`src/rtl/seq_divider.sv`:
```
// Sequential restoring divider: one quotient bit per cycle, MSB first.
// Define DIV_ZERO_CHECK_EN to short-circuit divide-by-zero and raise div_by_zero.
module seq_divider #(
  parameter int unsigned WIDTH = 8
) (
  input  logic             clock,
  input  logic             reset_n,
  input  logic             start,
  input  logic [WIDTH-1:0] dividend,
  input  logic [WIDTH-1:0] divisor,
  output logic [WIDTH-1:0] quotient,
  output logic [WIDTH-1:0] remainder,
  output logic             busy,
  output logic             done,
  output logic             div_by_zero
);

  localparam int unsigned CW = $clog2(WIDTH + 1);

  typedef enum logic [1:0] {
    IDLE,
    CALC,
    DONE
  } state_t;

  state_t           state_q, state_d;
  logic [WIDTH-1:0] dvd_q, dvd_d;
  logic [WIDTH-1:0] dvs_q, dvs_d;
  logic [WIDTH:0]   prem_q, prem_d;
  logic [CW-1:0]    cnt_q, cnt_d;
  logic [WIDTH-1:0] quot_q, quot_d;
  logic [WIDTH-1:0] rem_out_q, rem_out_d;
  logic             busy_q, busy_d;
  logic             done_q, done_d;
  logic [WIDTH+1:0] shifted;
`ifdef DIV_ZERO_CHECK_EN
  logic             dbz_q, dbz_d;
`endif

  always_comb begin
    state_d   = state_q;
    dvd_d     = dvd_q;
    dvs_d     = dvs_q;
    prem_d    = prem_q;
    cnt_d     = cnt_q;
    quot_d    = quot_q;
    rem_out_d = rem_out_q;
`ifdef DIV_ZERO_CHECK_EN
    dbz_d     = dbz_q;
`endif
    // dvd_q doubles as the quotient accumulator: dividend bits leave at the top,
    // quotient bits enter at the bottom.
    shifted = {prem_q, dvd_q[WIDTH-1]};

    case (state_q)
      IDLE, DONE: begin
        state_d = IDLE;
        if (start) begin
          dvd_d   = dividend;
          dvs_d   = divisor;
          prem_d  = '0;
          cnt_d   = CW'(WIDTH);
          state_d = CALC;
`ifdef DIV_ZERO_CHECK_EN
          if (divisor == '0) begin
            state_d   = DONE;
            quot_d    = '1;
            rem_out_d = dividend;
            dbz_d     = 1'b1;
          end
`endif
        end
      end
      CALC: begin
        if (shifted >= {2'b00, dvs_q}) begin
          prem_d = (WIDTH + 1)'(shifted - {2'b00, dvs_q});
          dvd_d  = {dvd_q[WIDTH-2:0], 1'b1};
        end else begin
          prem_d = shifted[WIDTH:0];
          dvd_d  = {dvd_q[WIDTH-2:0], 1'b0};
        end
        cnt_d = cnt_q - 1'b1;
        if (cnt_q == CW'(1)) begin
          state_d   = DONE;
          quot_d    = dvd_d;
          rem_out_d = prem_d[WIDTH-1:0];
`ifdef DIV_ZERO_CHECK_EN
          dbz_d     = 1'b0;
`endif
        end
      end
      default: state_d = IDLE;
    endcase

    busy_d = (state_d == CALC);
    done_d = (state_d == DONE);
  end

  always_ff @(posedge clock) begin
    if (!reset_n) begin
      state_q   <= IDLE;
      dvd_q     <= '0;
      dvs_q     <= '0;
      prem_q    <= '0;
      cnt_q     <= '0;
      quot_q    <= '0;
      rem_out_q <= '0;
      busy_q    <= 1'b0;
      done_q    <= 1'b0;
`ifdef DIV_ZERO_CHECK_EN
      dbz_q     <= 1'b0;
`endif
    end else begin
      state_q   <= state_d;
      dvd_q     <= dvd_d;
      dvs_q     <= dvs_d;
      prem_q    <= prem_d;
      cnt_q     <= cnt_d;
      quot_q    <= quot_d;
      rem_out_q <= rem_out_d;
      busy_q    <= busy_d;
      done_q    <= done_d;
`ifdef DIV_ZERO_CHECK_EN
      dbz_q     <= dbz_d;
`endif
    end
  end

  assign quotient  = quot_q;
  assign remainder = rem_out_q;
  assign busy      = busy_q;
  assign done      = done_q;
`ifdef DIV_ZERO_CHECK_EN
  assign div_by_zero = dbz_q;
`else
  assign div_by_zero = 1'b0;
`endif

endmodule

```
`config.mk`:
```
export PLATFORM = sky130hd
export DESIGN_NAME = seq_divider
export DESIGN_NICKNAME = d
export VERILOG_FILES = /design/src/rtl/seq_divider.sv
export SDC_FILE = /design/constraint.sdc
export NUM_CORES = 1
export LEC_CHECK = 0
export BUFFER_PORTS_ARGS = -buffer_cell sky130_fd_sc_hd__clkbuf_2
export CAP_MARGIN = 20
export CORE_AREA = 2 2 75 77
export CTS_BUF_LIST = sky130_fd_sc_hd__clkbuf_8 sky130_fd_sc_hd__clkbuf_16
export DETAILED_ROUTE_END_ITERATION = 10
export DIE_AREA = 0 0 77 79
export PLACE_DENSITY = 0.62
export SYNTH_ARGS = -nofsm -noshare
export SYNTH_HDL_FRONTEND = slang
export SYNTH_SLANG_ARGS = --single-unit
```
`constraint.sdc`:
```
create_clock -name clock -period 2.9 [get_ports clock]
set_input_delay 0.29 -clock clock [delete_from_list [all_inputs] [get_ports clock]]
set_output_delay 0.29 -clock clock [all_outputs]
set_load 0.02 [all_outputs]
```
==> Word-level counts from Yosys, hierarchy flattened <==
Index checks and enable logic that the tools add are counted.
{ "op_classes": {"n_addsub": 2, "magnitude_cmp": 1, "n_eq_ne": 6, "muxes": 11, "n_reduce_logical": 6} }
{ "ops": {"columns": ["cell", "count"], "rows": [
  ["$mux W9", 2],
  ["$pmux W9 S2", 1],
  ["$pmux W8 S2", 1],
  ["$ge A10 B8 Y1", 1],
  ["$sub A9 B8 Y9", 1],
  ["$mux W8", 1],
  ["$pmux W4 S2", 1],
  ["$reduce_and A2 Y1", 3],
  ["$eq A2 B1 Y1 const B", 2],
  ["$eq A2 B2 Y1 const B", 2],
  ["$eq A4 B1 Y1 const B", 1],
  ["$mux W4", 1],
  ["$pmux W2 S2", 1],
  ["$sub A4 B1 Y4 const B", 1],
  ["$logic_not A2 Y1", 1],
  ["$mux W1", 2],
  ["$mux W2", 1],
  ["$ne A2 B2 Y1 const B", 1],
  ["$reduce_bool A2 Y1", 1],
  ["$reduce_or A2 Y1", 1]
]} }
{ "totals": {"register_bits": 49, "input_bits": 19, "out_inout_bits": 19, "elab_cells": 35} }

==> Depth between registers and ports, before layout <==
Gate-level depths: netlist of the first run.
{ "logic_depth": {"word_depth": 4, "depth_mapped": 11, "depth_no_buf": 9} }

==> Worst setup path after synthesis of the first run <==
Ideal clock, no wire load.
{ "synth_timing": {"kind": "flip-flop to flip-flop", "startpoint": "reg dvd_q[7]", "endpoint": "reg prem_q[0]", "setup_ns": 0.121, "arrival_time_ns": 1.989, "t_required_ns": 2.779, "slack_ns": 0.790, "path_stages_with_launch": 12, "path_buffers": 2, "period_less_slack_ns": 2.110, "cell_sequence": "dfxtp_1 inv_1 ha_1 inv_1 fa_1 a21o_1 a211oi_1 o211a_1 buf_6 buf_12 mux2i_1 o21ai_1"} }
{ "synth_between": {"elab_chain_len": 3, "elab_cells_between_ends": 4, "cone_classes": "add/sub (1); order compare (1); mux (2)"} }
{ "synth_lines": {"columns": ["item", "line", "source"], "rows": [
  ["start, declared", "27", "logic [WIDTH-1:0] dvd_q, dvd_d;"],
  ["start signal, assigned", "115", "dvd_q <= dvd_d;"],
  ["$sub A9 B8 Y9 or $ge A10 B8 Y1 (tied branches)", "76, 75", null],
  ["$mux W9 (*)", "75", "if (shifted >= {2'b00, dvs_q}) begin"],
  ["$pmux W9 S2 (*)", "55", "case (state_q)"],
  ["end signal, assigned", "117", "prem_q <= prem_d;"],
  ["end, declared", "29", "logic [WIDTH:0] prem_q, prem_d;"]
]} }
Mark *: on every way between the ends. The rest lies on a longest branch, timed or not.
A chain may end at the register's enable or synchronous reset.

==> Worst setup path in the final report of the first run <==
{ "layout_timing": {"startpoint": "reg dvd_q[7]", "endpoint": "reg prem_q[7]"} }
Same word-level chain as after synthesis.

==> results.md, run 1 <==
* Status: completed
* Post-CTS sizing at 0
* Hold wc startpoint: divisor[7]
* FF-to-FF setup slack at 0.38 ns
* WP data arrival at 2.71 ns
* Synthesis warning total at 0
* Grt total ovfl at 0
* Number of remaining DRC errors at 0
* Pwr Density at 650 mW/mm²
* Setup tns final at 0 ns
* CTS tree: built
* Setup-failing EPs final at 0
* FF-to-FF path depth at 10
* Vias per cell at 5.26
* Cell depth of the worst hold path at 3
* CORE AREA at 0.00534 mm²
* Asr flop ratio synth at 0%
* Period minus WS final at 2.52 ns
* Tcrit/Tclk final at 87.0%
* Hold Path Sink: dvs_q[7]$_SDFFE_PN0P_
* Antenna violations before repair at 0
* Final estimated routing congestion in global placement at 0.787
* Post-DRT Antenna Nets at 0
* Initial DRC count at 129
* Mapped Cells at 285
* Crit-path cells: inv_1 -> ha_1 -> inv_1 -> fa_1 -> a21o_1 -> a211oi_1 -> o211a_1 -> buf_4 -> nor2b_1 -> o31ai_1
* Synth Cell Area at 0.00237 mm²
* Hold buffers post-CTS at 0
* # rows at 27
* Final Non-Filler Cells at 386
* Final #Nets at 343
* Sequential area share after synthesis at 41.3%
* Reg-to-Reg Start: dvd_q[7]$_SDFFE_PN0P_
* Critical path's top delay family: compound AO/OA/AOI/OAI gates
* Critical Path Max Stage Delay at 0.39 ns
* RSZ-0062 raised after global routing: false
* CP Launch Type: flip-flop
* Worst-Skew Late Latency at 0.31 ns
* H-tree depth at 2
* Yosys reg bits at 49
* Busiest layer in global routing: met2
* GR Layer Usage met1 at 25.9%
* # Post-CTS Setup Buffers at 0
* Worst-margin pin slew at 0.898 ns
* Commonest cells post-synth: nand2_1 (50), dfxtp_1 (49), a21oi_1 (34), inv_1 (16), nor2_1 (16)
* Met2 Use GR at 30.8%
* Port Buffers at 36
* Most frequent cell after synthesis: nand2_1
* Fmax at 396 MHz
* CTS Buffer Depth at 2
* Max_slew headroom at 39.7%
* Crit path max fanout at 12
* Reg-to-reg endpoint: prem_q[7]$_SDFFE_PN0P_
* Post-synth cell types at 50
* Main synth FF type: dfxtp_1
* Crit path max-delay cell type: fa_1
* CTS Buf Count at 5
* Cells after DPL at 378
* Yosys top cell area share at 41.3%
* Number of flops mapped to enable cells by yosys at 0
* Via Count at 2031
* Synth Net Count at 315
* Routing usage on met3 at 2.61%
* Max VDD drop at 325 µV
* DR WL/cell at 14.0 µm
* CP endpoint kind: flip-flop
* Post-Syn Area per Cell at 8.33 µm²
* Clock-pin transition on the worst setup and hold timing paths at 0.09 ns
* Crit path buf inv count at 3
* I/O Pins at 38
* Clk root buf: clkbuf_8
* Worst path required time at 3.08 ns
* Initial core utilization at 44.5%
* Gr usage total at 19.0%
* Worst hold path class: input port to flip-flop
* Top cells by area, synth: dfxtp_1 (41%), nand2_1 (7.9%), a21oi_1 (7.2%)
* P_leak at 1.09 nW
* Clk sinks at 49
* Critical Path Most Common Cell: inv_1
* DIE AREA at 0.00608 mm²
* Hpwl dp at 3.77 mm
* Largest net degree at the start of global routing at 33
* Final clock skew at 0.00896 ns
* Hold Vio Cnt, Final at 0
* Die Y at 79 µm
* Area leader, netlist: dfxtp_1
* ANT cells at 0
* P&R area growth vs syn at 11.6%
* Slew Viols, Final at 0
* Routed wire length at 5.39 mm
* Layout cells sized above 1 at 17.2%
* Die width at 77 µm
* Worst Setup Path Type: flip-flop to flip-flop
* Vias in the first global route at 1914
* Max_cap viols at 0
* First-pass DRT Iterations at 4
* Post-layout util at 49.7%
* Global-route wire length before repair at 9.27 mm
-- cell type report --
cell class,instances,area [µm²]
Fill cell,561,2690
Multi-Input combinational cell,201,1220
Sequential cell,49,981
Timing Repair Buffer,40,210
Tap cell,72,90.1
Clock buffer,5,68.8
Inverter,16,60.1
Clock inverter,3,17.5
-- state kept, by name, summed over array words and instances, names as in the netlist --
| name | cells |
|---|---|
| cnt_q | 4 |
| dvs_q | 8 |
| prem_q | 9 |
| remainder | 8 |
| state_q | 2 |
| dvd_q | 8 |
| done | 1 |
| busy | 1 |
| quotient | 8 |
-- kinds of logic (layout without fill, tap and decap cells) --
| kind of cell | count (synthesis) | in the layout | share of synthesized area, % |
|---|---|---|---|
| buf+inv | 35 | 64 | 7.17 |
| flops | 49 | 49 | 41.3 |
| simple gates | 96 | 96 | 18.5 |
| compound gates | 82 | 82 | 22.3 |
| xor+xnor | 4 | 4 | 1.48 |
| mux | 7 | 7 | 2.95 |
| other cells | 1 | 1 | 0.158 |
| fa+ha+maj | 11 | 11 | 6.11 |
-- worst max path at each step --
| stage | from | end | slack, ns | depth (start not counted) |
|---|---|---|---|---|
| after global placement | dvd_q[7]$_SDFFE_PN0P_ | remainder[7]$_SDFFE_PN0P_ | 0.52 | 10 |
| after detailed placement | dvd_q[7]$_SDFFE_PN0P_ | remainder[7]$_SDFFE_PN0P_ | 0.49 | 10 |
| after CTS | dvd_q[7]$_SDFFE_PN0P_ | prem_q[7]$_SDFFE_PN0P_ | 0.38 | 10 |
| final | dvd_q[7]$_SDFFE_PN0P_ | prem_q[7]$_SDFFE_PN0P_ | 0.38 | 10 |
| after floorplan | dvd_q[7]$_SDFFE_PN0P_ | prem_q[0]$_SDFFE_PN0P_ | 0.79 | 11 |
| after global routing | dvd_q[7]$_SDFFE_PN0P_ | prem_q[7]$_SDFFE_PN0P_ | 0.17 | 10 |
-- through the flow --
| step | power, W | setup WS (ns) | hold slack, ns | cell area, µm² |
|---|---|---|---|---|
| 2_1_floorplan | 0.00126 | 0.790 | 0.426 | 2370 |
| 3_3_place_gp | 0.00132 | 0.522 | 0.436 | 2560 |
| 3_5_place_dp | 0.00132 | 0.487 | 0.442 | 2560 |
| 4_1_cts | 0.00173 | 0.384 | 0.190 | 2650 |
| 5_1_grt | 0.00183 | 0.172 | 0.199 | 2650 |
| 6_report | 0.00172 | 0.378 | 0.196 | 2650 |
-- layer usage --
metal  part of all wire [%]  vias up
li1                       -     1045
met1                     50      940
met2                     45       39
met3                    3.5        7
met4                    1.7        0
met5                      0        -
-- power breakdown --
group / leakage, nW / internal (W) / switching, W
Combinational: 0.644 / 0.000230 / 0.000329
Sequential: 0.399 / 0.000718 / 0.0000379
Clock: 0.0497 / 0.000169 / 0.000238
Total: 1.09 / 0.00112 / 0.000605
-- worst register-to-register path, cell delays in order, from the launching register on --
cell,delay [ns]
dfxtp_1,0.34
inv_1,0.06
ha_1,0.15
inv_1,0.05
fa_1,0.39
a21o_1,0.21
a211oi_1,0.30
o211a_1,0.35
buf_4,0.26
nor2b_1,0.19
o31ai_1,0.08
-- placed cells by master, fill, tap and decap left out, types with 5 or more instances in the layout --
cell type	n
nand2_1	50
dfxtp_1	49
clkbuf_2	36
a21oi_1	34
inv_1	17
nor2_1	16
o21ai_0	12
ha_1	10
a22oi_1	8
mux2i_1	7
nand3_1	7
clkbuf_8	5
(Power assumes the default switching activity.)
==> run 2: changes to the inputs <==
ABC_AREA = 1   (was not set)
CORE_AREA = 2 2 77 79   (was 2 2 75 77)
DIE_AREA = 0 0 79 81   (was 0 0 77 79)
PLACE_DENSITY = 0.61   (was 0.62)
==> run 2 against run 1 <==
Against the previous run:
- clock power about the same
- clock skew decreased by 0.0054 ns
- count of clock-buffer cells in the layout unchanged
- routed wire length decreased by 2.0%
- non-clock buffer count decreased by 2
- highest routed layer unchanged
- power increased by 26%
- maximum frequency increased by 27%
- critical path depth increased by 3
- register-to-register slack improved by 0.54 ns
- sequential power increased by 4.5%
- critical path type unchanged
- combinational power increased by 74%
- utilization decreased by 0.53 points
==> results.md, run 2 <==
* Post-CTS sizing at 0
* CP endpoint kind: flip-flop
* Gr usage total at 18.3%
* Biggest register: prem_q
* Initial core utilization at 43.6%
* Max_cap viols at 0
* Crit path max fanout at 10
* Vias in the first global route at 1966
* Die Y at 81 µm
* Antenna violations before repair at 0
* Mapped Cells at 331
* Multi-input logic area at 0.00125 mm²
* Initial DRC count at 73
* DR WL/cell at 12.0 µm
* Clock-pin transition on the worst setup and hold timing paths at 0.09 ns
* Yosys top cell area share at 39.6%
* P&R area growth vs syn at 12.7%
* Psw at 0.000917 W
* Clk sinks at 49
* Worst path required time at 3.13 ns
* # fillers at 595
* I/O Pins at 38
* Sequential area share after synthesis at 39.6%
* Grt total ovfl at 0
* H-tree depth at 2
* Fmax at 505 MHz
* Layout cells sized above 1 at 19.7%
* WP data arrival at 2.21 ns
* Post-DRT Antenna Nets at 0
* Main synth FF type: dfxtp_1
* Final estimated routing congestion in global placement at 0.781
* Pwr Density at 777 mW/mm²
* Worst setup margin at 0.921 ns
* # Post-CTS Setup Buffers at 0
* P_leak at 1.34 nW
* CTS Buf Count at 5
* Synth Net Count at 361
* First-pass DRT Iterations at 4
* Worst-Skew Late Latency at 0.30 ns
* CP Launch Type: flip-flop
* Period minus WS final at 1.98 ns
* Setup tns final at 0 ns
* Commonest cells post-synth: nand2_1 (70), dfxtp_1 (49), inv_1 (43), nor2_1 (30), nand3_1 (26)
* Final #Nets at 395
* Switching share of power at 42.3%
* Synthesis warning total at 0
* Final clock skew at 0.00355 ns
* Hpwl dp at 3.97 mm
* Post-Syn Area per Cell at 7.48 µm²
* Status: completed
* ANT cells at 0
* Most frequent cell after synthesis: nand2_1
* Vias per cell at 4.81
* Clock power frac at 18.8%
* Number of flops mapped to enable cells by yosys at 0
* Slew Viols, Final at 0
* Number of remaining DRC errors at 0
* Asr flop ratio synth at 0%
* RSZ-0062 raised after global routing: false
* Flop pwr share at 36.5%
* Max FFs per register at 9
* Worst hold path class: input port to flip-flop
* Min Hold Slack at 0.212 ns
* Hold buffers post-CTS at 0
* Tcrit/Tclk final at 68.3%
* Die width at 79 µm
* CORE AREA at 0.00568 mm²
* Yosys reg bits at 49
* Internal Power at 0.00125 W
* Worst Setup Path Type: flip-flop to flip-flop
* Hold Vio Cnt, Final at 0
* Logic pwr share at 44.8%
* Clk root buf: clkbuf_8
* CTS tree: built
* Top cells by area, synth: dfxtp_1 (40%), nand2_1 (11%), inv_1 (6.5%)
* Post-synth cell types at 37
* Commonest non-fill, non-tap cell in the layout: nand2_1
* Commonest cells after routing, fill and taps aside: nand2_1 (70), dfxtp_1 (49), inv_1 (44)
* # rows at 28
* Max VDD drop at 310 µV
* Synth Cell Area at 0.00247 mm²
* Setup-failing EPs final at 0
* Global-route wire length before repair at 9.12 mm
* Routed wire length at 5.28 mm
* Port Buffers at 36
* Largest net degree at the start of global routing at 26
* Via Count at 2120
* Dpl ws at 0.916 ns
* Register area at 981 µm²
* Area leader, netlist: dfxtp_1
* CTS Buffer Depth at 2
* DIE AREA at 0.00640 mm²
[run 2: changes by cell type after synthesis, moves of 6 or more]
cell	delta
a21oi_1	-16
a221oi_1	+6
a22oi_1	-8
inv_1	+27
mux2i_1	-7
nand2_1	+20
nand2_2	+10
nand3_1	+19
nor2_1	+14
[run 2: cells by family after synthesis]
group                      Yosys count  share of synthesized area (%)
DFF                                 49                           39.6
xor gates and xnor gates             4                           1.42
adders and majority gates           11                           5.86
AOI/OAI and AO/OA                   55                           13.3
other                                1                          0.152
and+or+nand+nor                    151                           29.6
buffers and inverters               60                           10.0
[run 2: worst max-delay path, cell delays in order (launching register included)]
cell and delay [ns]:
dfxtp_1 0.31, inv_1 0.08, ha_1 0.15, inv_1 0.07
fa_1 0.40, nand2_1 0.09, nand2_1 0.10, nand3_2 0.13
nand2_4 0.08, nor2_8 0.18, nand2_2 0.07, nand2_2 0.09
nand2_2 0.05, a21oi_2 0.11
[run 2: layout make-up]
cell class | instances | area share [%]
Timing Repair Buffer | 38 | 7.00
Multi-Input combinational cell | 222 | 44.7
Tap cell | 75 | 3.36
Clock buffer | 5 | 2.47
Sequential cell | 49 | 35.2
Clock inverter | 3 | 0.628
Inverter | 49 | 6.68
[run 2: worst paths after layout]
check                         from                      to  slack (ns)  cells past startpoint
max          dvd_q[7]$_SDFFE_PN0P_  prem_q[5]$_SDFFE_PN0P_        0.92                     13
min                     divisor[0]   dvs_q[0]$_SDFFE_PN0P_        0.21                      3
max reg2reg  dvd_q[7]$_SDFFE_PN0P_  prem_q[5]$_SDFFE_PN0P_        0.92                     13
min reg2reg  dvs_q[4]$_SDFFE_PN0P_   dvs_q[4]$_SDFFE_PN0P_        0.48                      2
[run 2: power groups by stage]
stage | clock network (W) | registers [W] | logic [W]
after CTS | 0.000419 | 0.000791 | 0.000982
after detailed placement | 0 | 0.000805 | 0.000977
after global routing | 0.000446 | 0.000798 | 0.00111
after global placement | 0 | 0.000806 | 0.000971
final | 0.000406 | 0.000790 | 0.000970
after floorplan | 0 | 0.000799 | 0.000806
[run 2: through the flow]
| step | instance area, µm² | total power, W | std cells | utilization [%] |
|---|---|---|---|---|
| floorplan | 2470 | 0.00160 | 331 | - |
| global placement | 2700 | 0.00178 | 433 | 47.6 |
| detailed placement | 2700 | 0.00178 | 433 | 47.6 |
| CTS | 2790 | 0.00219 | 441 | 49.1 |
| global route | 2790 | 0.00236 | 441 | 49.1 |
| finish | 2790 | 0.00217 | 441 | 49.1 |
[run 2: metal layers]
metal	wire length [µm]	up-vias	share of wire, %	track usage [%]
li1	-	1129	-	-
met1	2500	946	47	23.0
met2	2510	33	47	30.9
met3	153	12	2.9	3.67
met4	118	0	2.2	7.41
met5	0	-	0	0
